[src/rtl/tftp_defs.sv]
// Shared TFTP decode definitions: opcodes, FSM state encoding, field-flag bundle.
// Types and constants only; no timing or flow-control behaviour.
package tftp_defs;

  localparam int HDR_LEN_DEF = 42;

  localparam logic [7:0] OPC_RRQ   = 8'd1;
  localparam logic [7:0] OPC_WRQ   = 8'd2;
  localparam logic [7:0] OPC_DATA  = 8'd3;
  localparam logic [7:0] OPC_ACK   = 8'd4;
  localparam logic [7:0] OPC_ERROR = 8'd5;

  typedef enum logic [3:0] {
    S_IDLE, S_HDR, S_OP_HI, S_OP_LO, S_BLK_HI, S_BLK_LO, S_ERR_HI,
    S_ERR_LO, S_FNAME, S_MODE, S_DATA, S_EMSG, S_DRAIN
  } state_t;

  typedef struct packed {
    logic opcode;
    logic blockno;
    logic errcode;
    logic filename;
    logic mode;
    logic data;
    logic errmsg;
  } fld_t;

endpackage

[src/rtl/tftp_str_field.sv]
// Length counter and terminator detector for one NUL-terminated string field.
// term/overflow are combinational on the current byte; the count clears on clear.
module tftp_str_field #(
  parameter int MAX_STR = 255
) (
  input  logic       clk,
  input  logic       reset,
  input  logic       clear,
  input  logic       byte_valid,
  input  logic [7:0] eth_data,
  output logic       term,
  output logic       overflow
);

  localparam int LW = $clog2(MAX_STR + 1);
  localparam logic [LW-1:0] LAST_IDX = LW'(MAX_STR - 1);

  logic [LW-1:0] r_len;

  always_ff @(posedge clk) begin
    if (reset || clear) begin
      r_len <= '0;
    end else if (byte_valid) begin
      r_len <= r_len + 1'b1;
    end
  end

  // The MAX_STR-th byte overflows only if it is not itself the terminator.
  assign term     = byte_valid && (eth_data == 8'h00);
  assign overflow = byte_valid && (eth_data != 8'h00) && (r_len == LAST_IDX);

endmodule

[src/rtl/tftp_rx_field_decoder.sv]
// Classifies each received frame byte into its TFTP field; one-cycle latency, all outputs
// registered. No backpressure: every byte_valid cycle is consumed, idle cycles hold state.
module tftp_rx_field_decoder
  import tftp_defs::*;
#(
  parameter int HDR_LEN = HDR_LEN_DEF,
  parameter int CNT_W   = 11,
  parameter int MAX_STR = 255
) (
  input  logic             clk,
  input  logic             reset,
  input  logic             byte_valid,
  input  logic [CNT_W-1:0] cnt,
  input  logic [7:0]       eth_data,
  input  logic             frame_end,
  output logic [7:0]       byte_q,
  output logic             byte_q_valid,
  output logic             idle_en,
  output logic             opcode_en,
  output logic             blockno_en,
  output logic             errcode_en,
  output logic             filename_en,
  output logic             mode_en,
  output logic             data_en,
  output logic             errmsg_en,
  output logic [2:0]       pkt_type,
  output logic             pkt_done,
  output logic             pkt_err
);

  localparam logic [CNT_W-1:0] HDR_LAST = CNT_W'(HDR_LEN);
  localparam logic [CNT_W-1:0] CNT_ONE  = CNT_W'(1);

  state_t     r_state;
  fld_t       r_fld;
  logic       r_err;
  logic [2:0] r_pkt_type;
  logic [7:0] r_byte_q;
  logic       r_byte_q_vld;
  logic       r_idle;
  logic       r_done;
  logic       r_perr;

  state_t w_cur;
  state_t w_next;
  fld_t   w_fld;
  logic   w_restart;
  logic   w_err_now;
  logic   w_trunc;
  logic   w_err_total;
  logic   w_str_active;
  logic   w_term;
  logic   w_ovf;

  // A cnt==1 byte is always treated as the first header byte, whatever state we were in.
  assign w_restart    = byte_valid && (cnt == CNT_ONE);
  assign w_cur        = w_restart ? S_HDR : r_state;
  assign w_str_active = w_cur inside {S_FNAME, S_MODE, S_EMSG};

  tftp_str_field #(.MAX_STR(MAX_STR)) u_str (
    .clk       (clk),
    .reset     (reset),
    .clear     (!w_str_active || w_term || w_ovf),
    .byte_valid(byte_valid && w_str_active),
    .eth_data  (eth_data),
    .term      (w_term),
    .overflow  (w_ovf)
  );

  always_comb begin
    w_next    = w_cur;
    w_fld     = '0;
    w_err_now = 1'b0;
    case (w_cur)
      S_HDR:    if (cnt == HDR_LAST) w_next = S_OP_HI;
      S_OP_HI: begin
        w_fld.opcode = 1'b1;
        if (eth_data != 8'h00) begin
          w_err_now = 1'b1;
          w_next    = S_DRAIN;
        end else begin
          w_next = S_OP_LO;
        end
      end
      S_OP_LO: begin
        w_fld.opcode = 1'b1;
        case (eth_data)
          OPC_RRQ, OPC_WRQ:  w_next = S_FNAME;
          OPC_DATA, OPC_ACK: w_next = S_BLK_HI;
          OPC_ERROR:         w_next = S_ERR_HI;
          default: begin
            w_err_now = 1'b1;
            w_next    = S_DRAIN;
          end
        endcase
      end
      S_BLK_HI: begin w_fld.blockno = 1'b1; w_next = S_BLK_LO; end
      S_BLK_LO: begin
        w_fld.blockno = 1'b1;
        w_next = (r_pkt_type == OPC_DATA[2:0]) ? S_DATA : S_DRAIN;
      end
      S_ERR_HI: begin w_fld.errcode = 1'b1; w_next = S_ERR_LO; end
      S_ERR_LO: begin w_fld.errcode = 1'b1; w_next = S_EMSG; end
      S_FNAME, S_MODE, S_EMSG: begin
        w_fld.filename = (w_cur == S_FNAME);
        w_fld.mode     = (w_cur == S_MODE);
        w_fld.errmsg   = (w_cur == S_EMSG);
        if (w_term) begin
          w_next = (w_cur == S_FNAME) ? S_MODE : S_DRAIN;
        end else if (w_ovf) begin
          w_err_now = 1'b1;
          w_next    = S_DRAIN;
        end
      end
      S_DATA:   w_fld.data = 1'b1;
      default:  w_next = w_cur;
    endcase
    if (frame_end) w_next = S_IDLE;
  end

  // A DATA packet may end right after its block number (empty payload).
  assign w_trunc = frame_end && !(w_cur inside {S_DATA, S_DRAIN, S_IDLE})
                   && !((w_cur == S_BLK_LO) && (r_pkt_type == OPC_DATA[2:0]));
  assign w_err_total = (r_err && !w_restart) || w_err_now || w_trunc;

  always_ff @(posedge clk) begin
    if (reset) begin
      r_state      <= S_IDLE;
      r_fld        <= '0;
      r_err        <= 1'b0;
      r_pkt_type   <= '0;
      r_byte_q     <= '0;
      r_byte_q_vld <= 1'b0;
      r_idle       <= 1'b1;
      r_done       <= 1'b0;
      r_perr       <= 1'b0;
    end else begin
      r_byte_q_vld <= byte_valid;
      r_fld        <= '0;
      r_done       <= 1'b0;
      r_perr       <= 1'b0;
      if (byte_valid) begin
        r_byte_q <= eth_data;
        r_fld    <= w_fld;
        r_state  <= w_next;
        r_idle   <= (w_next == S_IDLE);
        r_err    <= frame_end ? 1'b0 : w_err_total;
        if (w_restart) r_pkt_type <= '0;
        if (w_cur == S_OP_LO) r_pkt_type <= eth_data[2:0];
        if (frame_end && (w_cur != S_IDLE)) begin
          r_done <= !w_err_total;
          r_perr <= w_err_total;
        end
      end
    end
  end

  assign byte_q       = r_byte_q;
  assign byte_q_valid = r_byte_q_vld;
  assign idle_en      = r_idle;
  assign opcode_en    = r_fld.opcode;
  assign blockno_en   = r_fld.blockno;
  assign errcode_en   = r_fld.errcode;
  assign filename_en  = r_fld.filename;
  assign mode_en      = r_fld.mode;
  assign data_en      = r_fld.data;
  assign errmsg_en    = r_fld.errmsg;
  assign pkt_type     = r_pkt_type;
  assign pkt_done     = r_done;
  assign pkt_err      = r_perr;

endmodule

[config.mk]
export PLATFORM = sky130hd
export DESIGN_NAME = tftp_rx_field_decoder
export DESIGN_NICKNAME = d
export VERILOG_FILES = /design/src/rtl/tftp_defs.sv /design/src/rtl/tftp_str_field.sv /design/src/rtl/tftp_rx_field_decoder.sv
export SDC_FILE = /design/constraint.sdc
export NUM_CORES = 1
export LEC_CHECK = 0
export CAP_MARGIN = 40
export CORE_ASPECT_RATIO = 0.8
export CORE_MARGIN = 4
export CORE_UTILIZATION = 49
export CTS_CLUSTER_SIZE = 40
export DETAILED_ROUTE_END_ITERATION = 8
export PLACE_DENSITY = 0.79
export SYNTH_ARGS = -nofsm -noshare
export SYNTH_HDL_FRONTEND = slang
export SYNTH_HIERARCHICAL = 1
export SYNTH_SLANG_ARGS = --single-unit
[constraint.sdc]
create_clock -name clk -period 3.97 [get_ports clk]
set_input_delay 0.397 -clock clk [delete_from_list [all_inputs] [get_ports clk]]
set_output_delay 0.397 -clock clk [all_outputs]
set_load 0.05 [all_outputs]
==> results of run 1 <==
worst max path at each step:
stage	cells past startpoint	slack [ns]	endpoint
floorplan	12	0.64	idle_en$_SDFFE_PP1P_
global placement	12	0.33	idle_en$_SDFFE_PP1P_
detailed placement	12	0.24	idle_en$_SDFFE_PP1P_
CTS	12	0.52	idle_en$_SDFFE_PP1P_
global route	12	0.33	idle_en$_SDFFE_PP1P_
finish	12	0.51	idle_en$_SDFFE_PP1P_
power groups by stage:
stage	Sequential (mW)	Combinational [mW]	Clock (mW)
2_1_floorplan	0.400	0.0618	0
3_3_place_gp	0.377	0.134	0
3_5_place_dp	0.377	0.135	0
4_1_cts	0.369	0.135	0.261
5_1_grt	0.371	0.147	0.275
6_report	0.369	0.136	0.258
Yosys cell counts (all sizes together) (2+ instances only):
cell type   n
a2111o      2
nand2      12
inv         6
o22ai       2
and3b       2
nor4        8
clkbuf      9
o41ai       2
xnor2       2
or3         5
nor2b       2
nand2b      2
nor2       28
nor4b       2
a21boi      3
a32oi       3
nand4       4
nand3b      4
nand3      11
or4         4
o21bai      2
a21oi      11
nor3       11
dfxtp      35
ha          2
mux2i       8
buf         7
a211oi      2
a31oi       6
o21ai       5
xor2        4
area by class of cell:
type	instances	share of cell area [%]
well taps	42	2.22
multi-input cells	162	43.7
clock inverters	1	0.211
repair buffers	48	19.9
flip-flops and latches	35	29.6
inverters	6	0.951
clock buffers	6	3.49
stage by stage:
stage	util (%)	std cells	setup slack (ns)	power [mW]	instance area (um^2)
2_1_floorplan	-	219	0.639	0.462	1850
3_3_place_gp	64.4	293	0.329	0.511	2280
3_5_place_dp	64.4	293	0.240	0.512	2280
4_1_cts	66.9	300	0.524	0.765	2370
5_1_grt	66.9	300	0.335	0.793	2370
6_report	66.9	300	0.507	0.763	2370
worst max-delay path: cells and delay by family:
family / cells / cell delay (ns)
AND/OR/NAND/NOR: 8 / 2.13
AO/OA/AOI/OAI: 3 / 0.76
buffers and inverters: 1 / 0.40
layer usage:
| metal | routed length (um) | track usage (%) |
|---|---|---|
| met1 | 2140 | 26.7 |
| met2 | 2000 | 30.0 |
| met3 | 392 | 5.62 |
| met4 | 52 | 7.69 |
| met5 | 0 | 0 |
logic make-up (layout without fill, tap and decap cells):
group                    count (synthesis)  count (layout)  synth area share [%]
buffers and inverters                   22              61                  6.16
AO/OA/AOI/OAI                           42              42                  15.4
XOR/XNOR                                 6               6                  2.84
adder cells (fa/ha/maj)                  2               2                  1.35
AND/OR/NAND/NOR                        104             104                  32.1
flip-flops                              35              35                  37.9
multiplexers                             8               8                  4.33
flip-flops by register name (all words and copies together) (netlist names), 3 cells and up:
signal	flops
pkt_type	3
u_str/r_len	8
r_state	4
byte_q	8
==> metrics.md, run 1 <==
| Metric | Value |
|---|---|
| Cell depth of the worst hold path | 2 |
| Sequential fraction of the synthesis area | between 30% and 40% |
| Final nets | ~280 |
| Post-DR wirelength/cell | about 15 um |
| Mapped Avg Cell Area | 8.44 um^2 |
| Max IR drop VDD | between 200 and 250 uV |
| Setup TNS | 0 ns |
| H-tree levels | 2 |
| Final cycle utilization of the critical path | between 80% and 90% |
| Setup bufs post-CTS | 0 |
| Combinational share of power | 17.8% |
| Reg2reg setup slack | 0.95 ns |
| Initial DRC Count | 187 |
| Mapped Area | 1850 um^2 |
| Die Span X | between 70 and 80 um |
| Synth top area share | between 30% and 40% |
| Ys flop type | dfxtp_1 |
| Startpoint types | input pin |
| Min cycle time layout | approximately 3.5 ns |
| Residual DRC | 0 |
| Area Overhead vs Synth | 28.1% |
| Async SR Flop Fraction | 0% |
| # IOs | 45 |
| Number of global-route vias before repair | 1680 |
| Initial Utilization | 52.2% |
| Yosys cell types | 51 |
| WP data arrival | 3.67 ns |
| Multi-input gate area | 1030 um^2 |
| Dpl hpwl | 3300 um |
| Post-synth EDFFs | 0 |
| Most frequent cells in the layout | 44 x clkdlybuf4s50_1, 35 x dfxtp_1, 28 x nor2_1, 12 x nand2_1 |
| Die area | about 4800 um^2 |
| WL final | 4580 um |
| R2R Path Start | r_state[0]$_SDFFE_PP0P_ |
| Number of cells produced by synthesis | 219 |
| Drt first pass iters | 4 |
| Sw power | 0.208 mW |
| Clock Sink Count | 35 |
| Total global-route track usage | slightly below 20% |
| Layout Skew | approximately 0.0071 ns |
| # fillers | 311 |
| Min-Delay Path Class | flip-flop to flip-flop |
| First-pass GRT wire length | a little under 8000 um |
| Commonest non-fill, non-tap cell in the layout | clkdlybuf4s50_1 |
| Required @ worst endpoint | 4.18 ns |
| CP Class | input pin to flip-flop |
| PwrDens | 322 nW/um^2 |
| Clock power frac | approximately a third |
| Skew-Pair Late Insertion Delay | 0.29 ns |
| Hold slack | 0.470 ns |
| Outcome | complete, no violations |
| Die Y | approximately 63 um |
| Cell row count | 19 |
| Pin count of the biggest net entering global routing | 24 |
| Sequential share of power | 48.4% |
| Grt ovf | 0 |
| Synth warnings | 6 |
| Largest stage delay, worst path | 0.58 ns |
| Num CTS Buffers | 5 |
| Crit path max-delay cell type | or4_4 |
| Cells on worst reg2reg path | 11 |
| Hold Startpoint | r_err$_SDFFE_PP0P_ |
| Via count | 1752 |
| CP cell instances | clkdlybuf4s50_1 -> or4_4 -> or4_4 -> and3_2 -> nand4_1 -> nor3_1 -> nor2_1 -> and3b_1 -> a2111o_1 -> a31oi_1 -> nand3_1 -> o21ai_0 |
| Critical Path Source | cnt[9] |
| Final Hold Fails | 0 |
| Hold worst-path end | r_err$_SDFFE_PP0P_ |
| Max cap viols | 0 |
| DR vias/cell | ~5.8 |
| Final ANT Viol Nets | 0 |
| Sw Share | 27.3% |
| Mapped Nets | 244 |
| CTS root buffer | clkbuf_8 |
| CP max FO | 9 |
| Hold buffer count at CTS | 0 |
| Power Internal | 0.555 mW |
| CP dominant cell by count | or4_4 |
| TritonCTS clock tree | yes |
| P_leak | 0.848 nW |
| Clock buffer depth | 2 |
| Share of layout cells above drive strength 1 | 7.36% |
| Critical Path End Type | flip-flop |
| Total area of sequential cells | around 700 um^2 |
| Initial antenna violation count | 0 |
| Post-CTS Resized | 0 |
| Unrepaired setup endpoints after global routing | false |
| Fmax | between 200 and 300 MHz |
| Final GP Congestion | 0.922 |
| Setup Viol. Count Final | 0 |
| Port bufs | 44 |
| Pins Over Slew Limit | 0 |
| Area contributors post-synth | dfxtp_1 38%, nor2_1 5.7%, mux2i_1 4.3% |
| Core area | 3540 um^2 |
| # diodes | 0 |
| R2R Path End | idle_en$_SDFFE_PP1P_ |
| Slew headroom | 40.0% |
| Clk slew on worst S/H paths | 0.07 ns |
| Actual slew at the worst max-slew pin | 0.891 ns |
| Leading area contributor after synthesis | dfxtp_1 |
| Seq cells post-synth | 35 |
No activity file was read; power rests on OpenSTA's default activity.
==> run 2: changes to the inputs <==
--- a/config.mk
+++ b/config.mk
@@ -9,9 +9,10 @@
 export CORE_ASPECT_RATIO = 0.8
 export CORE_MARGIN = 4
 export CORE_UTILIZATION = 49
-export CTS_CLUSTER_SIZE = 40
+export CTS_CLUSTER_SIZE = 10
 export DETAILED_ROUTE_END_ITERATION = 8
-export PLACE_DENSITY = 0.79
+export PLACE_DENSITY_LB_ADDON = 0.3
+export REMOVE_ABC_BUFFERS = 1
 export SYNTH_ARGS = -nofsm -noshare
 export SYNTH_HDL_FRONTEND = slang
 export SYNTH_HIERARCHICAL = 1
==> metrics.md, run 2 (synthesized netlist as in run 1, its figures left out) <==
| Metric | Value |
|---|---|
| Layout Skew | 0.00564 ns (was 0.00710 ns) |
| Sw Share | 25.3% (was 27.3%) |
| Initial DRC Count | 162 (was 187) |
| Total global-route track usage | 17.6% (was 19.9%) |
| Actual slew at the worst max-slew pin | 0.894 ns (was 0.891 ns) |
| WP data arrival | 3.80 ns (was 3.67 ns) |
| Final ANT Viol Nets | 0 (unchanged) |
| Clk slew on worst S/H paths | 0.07 ns (about the same) |
| Power Internal | 0.621 mW (was 0.555 mW) |
| Required @ worst endpoint | 4.17 ns (was 4.18 ns) |
| Area Overhead vs Synth | 28.9% (was 28.1%) |
| Die Y | 62.9 um (unchanged) |
| CP max FO | 11 (was 9) |
| Post-DR wirelength/cell | 14.0 um (was 15.3 um) |
| Cell depth of the worst hold path | 2 (unchanged) |
| Max IR drop VDD | 240 uV (was 237 uV) |
| Post-CTS Resized | 0 (unchanged) |
| Post-Layout Cell Count | 299 (was 300) |
| Pin count of the biggest net entering global routing | 24 (unchanged) |
| DR vias/cell | 5.80 (was 5.84) |
| Hold Startpoint | r_err$_SDFFE_PP0P_ (unchanged) |
| First-pass GRT wire length | 7020 um (was 7820 um) |
| Power Total | 0.832 mW (was 0.763 mW) |
| Post-Place Setup Slack | 0.158 ns (was 0.240 ns) |
| Critical Path End Type | flip-flop (unchanged) |
| R2R Path Start | r_state[3]$_SDFFE_PP0P_ (was r_state[0]$_SDFFE_PP0P_) |
| Drt first pass iters | 4 (unchanged) |
| Outcome | complete, no violations (unchanged) |
| Setup bufs post-CTS | 0 (unchanged) |
| Port bufs | 44 (unchanged) |
| Startpoint types | input pin (unchanged) |
| Clock power frac | 39.4% (was 33.8%) |
| # diodes | 0 (unchanged) |
| Fmax | 278 MHz (was 289 MHz) |
| Cell row count | 19 (unchanged) |
| PwrDens | 349 nW/um^2 (was 322 nW/um^2) |
| Core area | 3540 um^2 (unchanged) |
| Placed Cells | 291 (was 293) |
| Sequential share of power | 44.6% (was 48.4%) |
| Num CTS Buffers | 5 (unchanged) |
| Commonest non-fill, non-tap cell in the layout | clkdlybuf4s50_1 (unchanged) |
| Critical Path Source | cnt[9] (unchanged) |
| CTS root buffer | clkbuf_8 (unchanged) |
| Die area | 4830 um^2 (unchanged) |
| Min-Delay Path Class | flip-flop to flip-flop (unchanged) |
| Via count | 1735 (was 1752) |
| # IOs | 45 (unchanged) |
| Most frequent cells in the layout | 44 x clkdlybuf4s50_1, 35 x dfxtp_1, 28 x nor2_1, 12 x nand2_1 (unchanged) |
| Min cycle time layout | 3.59 ns (was 3.46 ns) |
| Final nets | 281 (was 283) |
| Final Hold Fails | 0 (unchanged) |
| Share of layout cells above drive strength 1 | 7.00% (was 7.36%) |
| TritonCTS clock tree | yes (unchanged) |
| Grt ovf | 0 (unchanged) |
| Setup TNS | 0 ns (unchanged) |
| # fillers | 314 (was 311) |
| Slew headroom | 39.9% (was 40.0%) |
| Cells on worst reg2reg path | 11 (unchanged) |
| Residual DRC | 0 (unchanged) |
| CP Class | input pin to flip-flop (unchanged) |
| Final cycle utilization of the critical path | 90.5% (was 87.2%) |
| Final GP Congestion | 0.862 (was 0.922) |
| Setup ws final | 0.376 ns (was 0.507 ns) |
| Clock buffer depth | 2 (unchanged) |
| Dpl hpwl | 3060 um (was 3300 um) |
| Unrepaired setup endpoints after global routing | false (unchanged) |
| P_leak | 0.853 nW (was 0.848 nW) |
| Die Span X | 76.7 um (unchanged) |
| Initial Utilization | 52.2% (unchanged) |
| H-tree levels | 2 (unchanged) |
| Sw power | 0.210 mW (was 0.208 mW) |
| Max cap viols | 0 (unchanged) |
| Initial antenna violation count | 0 (unchanged) |
| Hold buffer count at CTS | 0 (unchanged) |
| WL final | 4180 um (was 4580 um) |
| Skew-Pair Late Insertion Delay | 0.28 ns (was 0.29 ns) |
| Combinational share of power | 15.9% (was 17.8%) |
| Clock Sink Count | 35 (unchanged) |
| Setup Viol. Count Final | 0 (unchanged) |
| Number of global-route vias before repair | 1574 (was 1680) |
| Pins Over Slew Limit | 0 (unchanged) |
| Hold slack | 0.464 ns (was 0.470 ns) |
==> run 2: worst paths after layout <==
path                                        endpoint  slack (ns)
worst min-delay path              r_err$_SDFFE_PP0P_        0.46
worst max-delay path            idle_en$_SDFFE_PP1P_        0.38
worst min register to register    r_err$_SDFFE_PP0P_        0.46
worst max register to register  idle_en$_SDFFE_PP1P_        0.90
==> run 2: worst max-delay path: stages <==
cell and delay (ns):
clkdlybuf4s50_1 0.39, or4_4 0.57, or4_4 0.62, and3_2 0.30, nand4_1 0.10, nor3_1 0.06
nor2_1 0.25, and3b_1 0.21, a2111o_1 0.38, a31oi_1 0.24, nand3_1 0.10, o21ai_0 0.17
==> run 2: per-stage QoR <==
stage / instance area (um^2) / utilization, %
global route: 2380 / 67.3
finish: 2380 / 67.3
CTS: 2380 / 67.3
floorplan: 1760 / -
detailed placement: 2270 / 64.0
global placement: 2270 / 64.0
==> run 2: metal layers <==
| metal | vias up | GRT usage [%] | share of wire [%] |
|---|---|---|---|
| met1 | 778 | 23.7 | 48 |
| li1 | 883 | - | - |
| met4 | 0 | 5.66 | 0.41 |
| met3 | 2 | 5.48 | 8.7 |
| met5 | - | 0 | 0 |
| met2 | 72 | 26.7 | 43 |
==> run 2: cell type report <==
class,instances,area [um^2],area share (%)
Timing Repair Buffer,46,455,19.1
Inverter,6,22.5,0.945
Clock buffer,6,82.6,3.46
Clock inverter,2,35.0,1.47
Tap cell,42,52.6,2.20
Sequential cell,35,701,29.4
Multi-Input combinational cell,162,1030,43.4
==> run 2: power groups by stage <==
stage               clock [mW]  sequential [mW]  combinational, mW
detailed placement           0            0.379              0.132
global placement             0            0.378              0.131
floorplan                    0            0.405             0.0448
CTS                      0.333            0.371              0.132
global route             0.348            0.373              0.143
finish                   0.328            0.371              0.132
==> run 3: changes to the inputs <==
--- a/config.mk
+++ b/config.mk
@@ -8,11 +8,11 @@
 export CAP_MARGIN = 40
 export CORE_ASPECT_RATIO = 0.8
 export CORE_MARGIN = 4
-export CORE_UTILIZATION = 49
+export CORE_UTILIZATION = 51
+export CTS_BUF_LIST = sky130_fd_sc_hd__clkbuf_2
 export CTS_CLUSTER_SIZE = 10
 export DETAILED_ROUTE_END_ITERATION = 8
 export PLACE_DENSITY_LB_ADDON = 0.3
-export REMOVE_ABC_BUFFERS = 1
 export SYNTH_ARGS = -nofsm -noshare
 export SYNTH_HDL_FRONTEND = slang
 export SYNTH_HIERARCHICAL = 1
==> metrics.md, run 3 (synthesized netlist as in run 1, its figures left out) <==
| Metric | Value |
|---|---|
| Num CTS Buffers | 5 (unchanged) |
| Outcome | complete, no violations (unchanged) |
| Initial Utilization | 53.3% (was 52.2%) |
| WP data arrival | 3.66 ns (was 3.80 ns) |
| P_leak | 0.839 nW (was 0.853 nW) |
| Setup TNS | 0 ns (unchanged) |
| CP Class | input pin to flip-flop (unchanged) |
| Hold worst-path end | r_err$_SDFFE_PP0P_ (unchanged) |
| WL final | 4580 um (was 4180 um) |
| Initial antenna violation count | 0 (unchanged) |
| Initial DRC Count | 164 (was 162) |
| Die area | 4660 um^2 (was 4830 um^2) |
| Clock buffer depth | 2 (unchanged) |
| Share of layout cells above drive strength 1 | 7.36% (was 7.00%) |
| R2R Path Start | r_state[1]$_SDFFE_PP0P_ (was r_state[3]$_SDFFE_PP0P_) |
| Critical Path End Type | flip-flop (unchanged) |
| Die Y | 61.9 um (was 62.9 um) |
| Max cap viols | 0 (unchanged) |
| Post-DR wirelength/cell | 15.3 um (was 14.0 um) |
| Commonest non-fill, non-tap cell in the layout | clkdlybuf4s50_1 (unchanged) |
| Hold slack | 0.478 ns (was 0.464 ns) |
| Finished Cell Area | 2340 um^2 (was 2380 um^2) |
| Final GP Congestion | 0.886 (was 0.862) |
| Number of global-route vias before repair | 1581 (was 1574) |
| Pins Over Slew Limit | 0 (unchanged) |
| Clk slew on worst S/H paths | 0.18 ns (was 0.07 ns) |
| Reg2reg setup slack | 0.91 ns (was 0.90 ns) |
| Required @ worst endpoint | 4.28 ns (was 4.17 ns) |
| Setup Viol. Count Final | 0 (unchanged) |
| CP max FO | 9 (was 11) |
| Dpl hpwl | 3250 um (was 3060 um) |
| Skew-Pair Late Insertion Delay | 0.39 ns (was 0.28 ns) |
| Final Hold Fails | 0 (unchanged) |
| Pin count of the biggest net entering global routing | 24 (unchanged) |
| Setup ws final | 0.617 ns (was 0.376 ns) |
| Final nets | 282 (was 281) |
| Residual DRC | 0 (unchanged) |
| Hold buffer count at CTS | 0 (unchanged) |
| CP cell instances | clkdlybuf4s50_1 -> or4_4 -> or4_4 -> and3_2 -> nand4_1 -> nor3_1 -> nor2_1 -> and3b_1 -> a2111o_1 -> a31oi_1 -> nand3_1 -> o21ai_0 (unchanged) |
| Post-Place Setup Slack | 0.262 ns (was 0.158 ns) |
| CP top delay family | simple AND/OR/NAND/NOR gates (unchanged) |
| CP dominant cell by count | or4_4 (unchanged) |
| DR vias/cell | 5.93 (was 5.80) |
| Crit path max-delay cell type | or4_4 (unchanged) |
| Finished Core Util | 67.5% (was 67.3%) |
| Total global-route track usage | 20.7% (was 17.6%) |
| Grt ovf | 0 (unchanged) |
| Clock Sink Count | 35 (unchanged) |
| Final ANT Viol Nets | 0 (unchanged) |
| H-tree levels | 2 (unchanged) |
| Hold Startpoint | r_err$_SDFFE_PP0P_ (unchanged) |
| PwrDens | 315 nW/um^2 (was 349 nW/um^2) |
| Layout Skew | 0.0257 ns (was 0.00564 ns) |
| Min-Delay Path Class | flip-flop to flip-flop (unchanged) |
| R2R Path End | idle_en$_SDFFE_PP1P_ (unchanged) |
| Core area | 3470 um^2 (was 3540 um^2) |
| CTS root buffer | clkbuf_2 (was clkbuf_8) |
| Via count | 1780 (was 1735) |
| Max IR drop VDD | 252 uV (was 240 uV) |
| Die Span X | 75.3 um (was 76.7 um) |
| Largest stage delay, worst path | 0.57 ns (was 0.62 ns) |
| Cell row count | 19 (unchanged) |
| Startpoint types | input pin (unchanged) |
| Setup bufs post-CTS | 0 (unchanged) |
| Area Overhead vs Synth | 26.7% (was 28.9%) |
| Buf/Inv on CP | 1 (unchanged) |
| Most frequent cells in the layout | 44 x clkdlybuf4s50_1, 35 x dfxtp_1, 28 x nor2_1, 12 x nand2_1 (unchanged) |
| Actual slew at the worst max-slew pin | 0.755 ns (was 0.894 ns) |
| Port bufs | 44 (unchanged) |
| Unrepaired setup endpoints after global routing | false (unchanged) |
| Cell depth of the worst hold path | 2 (unchanged) |
| First-pass GRT wire length | 7310 um (was 7020 um) |
| Post-CTS Resized | 0 (unchanged) |
| # IOs | 45 (unchanged) |
| Cells on worst reg2reg path | 11 (unchanged) |
| Placed cell area | 2270 um^2 (about the same) |
| Drt first pass iters | 4 (unchanged) |
| Fmax | 298 MHz (was 278 MHz) |
| Crit path depth | 12 (unchanged) |
| Min cycle time layout | 3.35 ns (was 3.59 ns) |
| Slew headroom | 49.0% (was 39.9%) |
| TritonCTS clock tree | yes (unchanged) |
| # diodes | 0 (unchanged) |
| Final cycle utilization of the critical path | 84.5% (was 90.5%) |
[run 3: worst max path at each step]
| stage | to | startpoint | slack [ns] |
|---|---|---|---|
| final | idle_en$_SDFFE_PP1P_ | cnt[9] | 0.62 |
| after global routing | idle_en$_SDFFE_PP1P_ | cnt[9] | 0.52 |
| after CTS | idle_en$_SDFFE_PP1P_ | cnt[9] | 0.65 |
| after detailed placement | idle_en$_SDFFE_PP1P_ | cnt[9] | 0.26 |
| after global placement | idle_en$_SDFFE_PP1P_ | cnt[9] | 0.33 |
| after floorplan | idle_en$_SDFFE_PP1P_ | cnt[9] | 0.64 |
[run 3: report_power, final]
part / internal (mW) / leakage, nW / total, mW / switching, mW
sequential: 0.362 / 0.285 / 0.375 / 0.0129
clock: 0.107 / 0.0429 / 0.233 / 0.126
combinational: 0.0572 / 0.511 / 0.130 / 0.0725
[run 3: routing by layer]
metal,GRT usage (%),part of all wire (%)
met1,26.9,45
met2,31.6,46
met3,6.27,7.7
met4,9.98,1.4
met5,0,0
[run 3: tightest hold or removal path: cells and delay by family, from the launching register on]
family | cells | cell delay [ns]
and+or+nand+nor | 1 | 0.05
DFF | 1 | 0.36
AOI/OAI and AO/OA | 1 | 0.05
[run 3: area by class of cell]
type	count	area [um^2]
fill	304	1130
multi-input combinational	162	1030
sequential	35	701
timing repair buffer	47	463
tap	42	52.6
clock inverter	3	43.8
clock buffer	5	25.0
inverter	6	22.5
[run 3: through the flow]
step | power, mW | instances
2_1_floorplan | 0.462 | 219
3_5_place_dp | 0.510 | 292
3_3_place_gp | 0.509 | 292
4_1_cts | 0.744 | 300
6_report | 0.737 | 300
5_1_grt | 0.770 | 300
